==> config.mk <==
export PLATFORM = sky130hd
export DESIGN_NAME = hex_disp_sched
export DESIGN_NICKNAME = d
export VERILOG_FILES = /design/src/rtl/hex_disp_sched.sv
export SDC_FILE = /design/constraint.sdc
export NUM_CORES = 1
export LEC_CHECK = 0
export CAP_MARGIN = 30
export CORE_MARGIN = 4
export CORE_UTILIZATION = 35
export DETAILED_ROUTE_END_ITERATION = 8
export PLACE_DENSITY = 0.64
export RECOVER_POWER = 50
export SLEW_MARGIN = 40
export SYNTH_ARGS = -nofsm -noshare
export SYNTH_HDL_FRONTEND = slang
export SYNTH_SLANG_ARGS = --single-unit
==> constraint.sdc <==
create_clock -name clk -period 5.02 [get_ports clk]
set_clock_uncertainty 0.2 [all_clocks]
set_input_delay 1.004 -clock clk [delete_from_list [all_inputs] [get_ports clk]]
set_output_delay 1.004 -clock clk [all_outputs]
set_load 0.03 [all_outputs]
==> src/rtl/hex_disp_sched.sv <==
// Hex display source scheduler: picks RF or DM word for the 7-segment decoder,
// switching on a debounced button or dwell timer. Optional switch counter: HEXDISP_SWCNT_EN.
module hex_disp_sched #(
  parameter int DEB_CYCLES   = 16,
  parameter int DWELL_CYCLES = 50_000_000,
  parameter int CNT_W        = 26
) (
  input  logic        clk,
  input  logic        rst,
  input  logic        btn_sel,
  input  logic        auto_en,
  input  logic        freeze,
  input  logic [31:0] RFOUT,
  input  logic [31:0] DMOUT,
  output logic        QSEL,
  output logic [31:0] RF_HOLD,
  output logic [31:0] DM_HOLD
`ifdef HEXDISP_SWCNT_EN
  ,
  output logic [7:0]  sw_cnt
`endif
);

  typedef enum logic {SHOW_DM = 1'b0, SHOW_RF = 1'b1} state_t;

  state_t           state_reg, state_next;
  logic             sync1_reg, sync2_reg;
  logic             deb_level_reg, deb_prev_reg;
  logic [CNT_W-1:0] deb_cnt_reg, deb_cnt_next;
  logic             deb_level_next;
  logic [CNT_W-1:0] dwell_cnt_reg, dwell_cnt_next;
  logic             tog, expiry, do_switch;

  // Two-flop synchronizer for the asynchronous push-button
  always_ff @(posedge clk or posedge rst) begin
    if (rst) begin
      sync1_reg <= 1'b0;
      sync2_reg <= 1'b0;
    end else begin
      sync1_reg <= btn_sel;
      sync2_reg <= sync1_reg;
    end
  end

  // Debounce: accept a new level only after DEB_CYCLES stable disagreeing samples
  always_comb begin
    deb_cnt_next   = '0;
    deb_level_next = deb_level_reg;
    if (sync2_reg != deb_level_reg) begin
      if (deb_cnt_reg == CNT_W'(DEB_CYCLES - 1)) begin
        deb_level_next = sync2_reg;
      end else begin
        deb_cnt_next = deb_cnt_reg + 1'b1;
      end
    end
  end

  always_ff @(posedge clk or posedge rst) begin
    if (rst) begin
      deb_cnt_reg   <= '0;
      deb_level_reg <= 1'b0;
      deb_prev_reg  <= 1'b0;
    end else begin
      deb_cnt_reg   <= deb_cnt_next;
      deb_level_reg <= deb_level_next;
      deb_prev_reg  <= deb_level_reg;
    end
  end

  assign tog       = deb_level_reg & ~deb_prev_reg;
  assign expiry    = auto_en && (dwell_cnt_reg == CNT_W'(DWELL_CYCLES - 1));
  // A coincident toggle and expiry still yield a single switch
  assign do_switch = tog | expiry;

  always_comb begin
    state_next     = state_reg;
    dwell_cnt_next = dwell_cnt_reg + 1'b1;
    if (do_switch) begin
      state_next = (state_reg == SHOW_DM) ? SHOW_RF : SHOW_DM;
    end
    if (!auto_en || do_switch) begin
      dwell_cnt_next = '0;
    end
  end

  always_ff @(posedge clk or posedge rst) begin
    if (rst) begin
      state_reg     <= SHOW_DM;
      dwell_cnt_reg <= '0;
    end else begin
      state_reg     <= state_next;
      dwell_cnt_reg <= dwell_cnt_next;
    end
  end

  assign QSEL = (state_reg == SHOW_RF);

  // Both hold registers freeze together so the displayed pair stays coherent
  always_ff @(posedge clk or posedge rst) begin
    if (rst) begin
      RF_HOLD <= '0;
      DM_HOLD <= '0;
    end else if (!freeze) begin
      RF_HOLD <= RFOUT;
      DM_HOLD <= DMOUT;
    end
  end

`ifdef HEXDISP_SWCNT_EN
  logic [7:0] sw_cnt_reg;

  always_ff @(posedge clk or posedge rst) begin
    if (rst) begin
      sw_cnt_reg <= '0;
    end else if (do_switch) begin
      sw_cnt_reg <= sw_cnt_reg + 8'd1;
    end
  end

  assign sw_cnt = sw_cnt_reg;
`endif

endmodule

==> flow_summary.json <==
{
  "status": "finished with violations",
  "violations": "capacitance limit, slew limit",
  "power.leakage_nw": 2.94,
  "cp.arrival_ns": 3.68,
  "fmax_mhz": 300,
  "cts_resized": 0,
  "top_regs": "DM_HOLD: 32 flops, RF_HOLD: 32 flops",
  "synth_top_flop_cell": "dfrtp_1",
  "yosysTopAreaCell": "dfrtp_1",
  "synth_most_common_cell": "dfrtp_1",
  "syn_to_final_growth_pct": 40.1,
  "cts_hold_buf": 0,
  "post-route-drc-count": 0,
  "synth.cell_area_sq_um": 5210,
  "endpoint_kind": "async pin",
  "synth.yosys.seq_area_share": 0.581,
  "crit_type": "in -> async",
  "hp-class": "reg -> reg",
  "p_per_area_nw_per_um2": 357,
  "worstPathCellList": "dlygate4sd3_1 -> clkinvlp_2 -> buf_4",
  "ys_warn_count": 0,
  "portBuffers": 133,
  "num_rows": 44,
  "antennaDiodeCount": 0,
  "fin_crit_ns": 3.34,
  "dp_cells": 732,
  "gp_congestion": 0.765,
  "start_kind": "input pin",
  "core_sq_um": 14500,
  "path_max_fanout": 62,
  "syn_nets": 499,
  "grt_usage": 0.144,
  "nFillCells": 1332,
  "netlist_instances": 428,
  "clk_latency_ns": 0.41,
  "drive_gt1_frac": 0.191,
  "synth_top_cells_by_count": "dfrtp_1 (121), mux2_2 (65), nor2_1 (31), a21oi_1 (20), nand3_1 (20)",
  "slew_headroom": -0.772,
  "htreeDepth": 4,
  "drt-vias-per-instance": 4.98,
  "die_w_um": 130,
  "grt_pass1_wl_um": 19200,
  "synthArstFlopShare": 1.00,
  "synth_top_area_frac": 0.581,
  "start_util": 0.359,
  "clock_sinks": 121,
  "route.vias.total": 3802,
  "clk_pin_slew_ns": 0.05,
  "slowest_delay_ns": 1.50,
  "antenna_found_initial": 0,
  "cts_setup_buffers": 0,
  "cp_top_family": "buffers and inverters",
  "finalSetupViolations": 0,
  "first_pass_iters": 4,
  "fp.dieH_um": 130,
  "grt_start_max_net_pins": 63,
  "io_pins": 134,
  "post-place-ws_ns": 2.13,
  "cp.buffers_inverters": 3,
  "finalHoldViolCount": 0,
  "cts_tree": "built",
  "final.setup.worst_slack_ns": 1.68,
  "totalWireLength_um": 12000,
  "synth_edf_count": 0,
  "cp_slowest_cell": "clkinvlp_2",
  "grt_pass1_vias": 3876,
  "ys_types": 35,
  "drv_cap": 1,
  "synth.avg_cell_area_sq_um": 12.2,
  "worst_pin_slew_ns": 2.64,
  "dp_hpwl_um": 8580,
  "synth.area.top_cells": "dfrtp_1 (58%), mux2_2 (14%), xor2_1 (3.0%), nor2_1 (2.2%), a21oi_1 (1.9%)",
  "ir_drop_mv": 0.237,
  "fin_setup_tns_ns": 0,
  "nets": 638,
  "grt-ovfl-total": 0,
  "ys_ff_latch": 121,
  "fin_cells": 764,
  "drv_slew": 63,
  "rsz0062_at_grt": "no",
  "dieArea_sq_um": 16900,
  "wire_per_inst_um": 15.7,
  "crit_required_ns": 5.37,
  "numCtsBuffers": 17,
  "drt-initial-drc-count": 198,
  "cts.path.max_buffers": 2,
  "cts-root-buf": "clkbuf_16",
  "period_share": 0.665,
  "postRouteAntennaNets": 0,
  "r2r_slack_ns": 2.50
}
-- worst paths after layout --
check | start | end | cells past startpoint
max | rst | dwell_cnt_reg[6]$_DFF_PP0_ | 3
min | sync1_reg$_DFF_PP0_ | sync2_reg$_DFF_PP0_ | 0
min reg2reg | sync1_reg$_DFF_PP0_ | sync2_reg$_DFF_PP0_ | 0
max in group clk | freeze | RF_HOLD[7]$_DFFE_PP0N_ | 3
min in group asynchronous | rst | RF_HOLD[1]$_DFFE_PP0N_ | 2
max reg2reg | deb_cnt_reg[20]$_DFF_PP0_ | deb_cnt_reg[17]$_DFF_PP0_ | 4
-- kinds of logic after synthesis --
group | Yosys count | synth area share
simple gates | 139 | 0.148
mux | 65 | 0.140
flops | 121 | 0.581
compound gates | 49 | 0.0610
fa+ha+maj | 2 | 0.00480
buf+inv | 25 | 0.0197
xor+xnor | 27 | 0.0454
-- metal layers --
metal	routed length (um)	GRT usage	up-vias
li1	-	-	1837
met1	4990	0.176	1863
met2	6170	0.235	79
met3	502	0.0434	23
met4	347	0.0654	0
met5	0	0	-
-- worst reg2reg max path: cells and delay by family, from the launching register on --
kind                   cells  cell delay [ns]
AO/OA/AOI/OAI              2             0.84
AND/OR/NAND/NOR            1             0.60
flip-flops                 1             0.43
buffers and inverters      1             0.32
-- layout make-up --
| type | instances | area [sq um] | area share |
|---|---|---|---|
| clock inverters | 13 | 129 | 0.0177 |
| well taps | 184 | 230 | 0.0315 |
| flip-flops and latches | 121 | 3030 | 0.415 |
| multi-input cells | 282 | 2080 | 0.285 |
| inverters | 7 | 27.5 | 0.00377 |
| repair buffers | 138 | 1360 | 0.187 |
| clock buffers | 19 | 443 | 0.0607 |
-- power by group --
group,leakage (nW),total [mW],internal (mW),switching [mW]
combinational,1.13,0.377,0.184,0.193
sequential,1.53,1.06,1.03,0.0296
clock,0.274,1.16,0.737,0.428
-- metrics by stage --
step / cell area, sq um / utilization / hold slack [ns] / total power, mW
floorplan: 5210 / - / 0.131 / 1.27
global placement: 6730 / 0.463 / 0.140 / 1.46
detailed placement: 6730 / 0.463 / 0.142 / 1.46
CTS: 7300 / 0.502 / 0.154 / 2.64
global route: 7300 / 0.502 / 0.158 / 2.72
finish: 7300 / 0.502 / 0.148 / 2.60
-- layout by cell type (no fill, tap or decap), types with 2 or more instances in the layout --
cell             netlist  final
clkinv_2               0      6
and3_1                 6      6
nand4_1               13     13
ha_1                   2      2
or4_1                 13     13
bufinv_16              0      2
clkdlybuf4s50_1        0    129
mux2_2                65     65
nor4_1                 8      8
clkinvlp_4             0      4
dlygate4sd3_1          0      3
o21ai_0               12     12
xor2_1                18     18
a21oi_2                2      2
and4_1                 5      5
a21oi_1               20     20
buf_4                  0      5
clkbuf_16              0     17
nor3_1                 3      3
xnor2_1                9      9
dfrtp_1              121    121
clkbuf_1              11      2
nor2_1                31     31
nand2_1               16     16
or3_1                 12     12
and2_1                 5      5
nand3_1               20     20
inv_1                  7      6
o31ai_1               11     11
No activity file was read; power rests on OpenSTA's default activity.
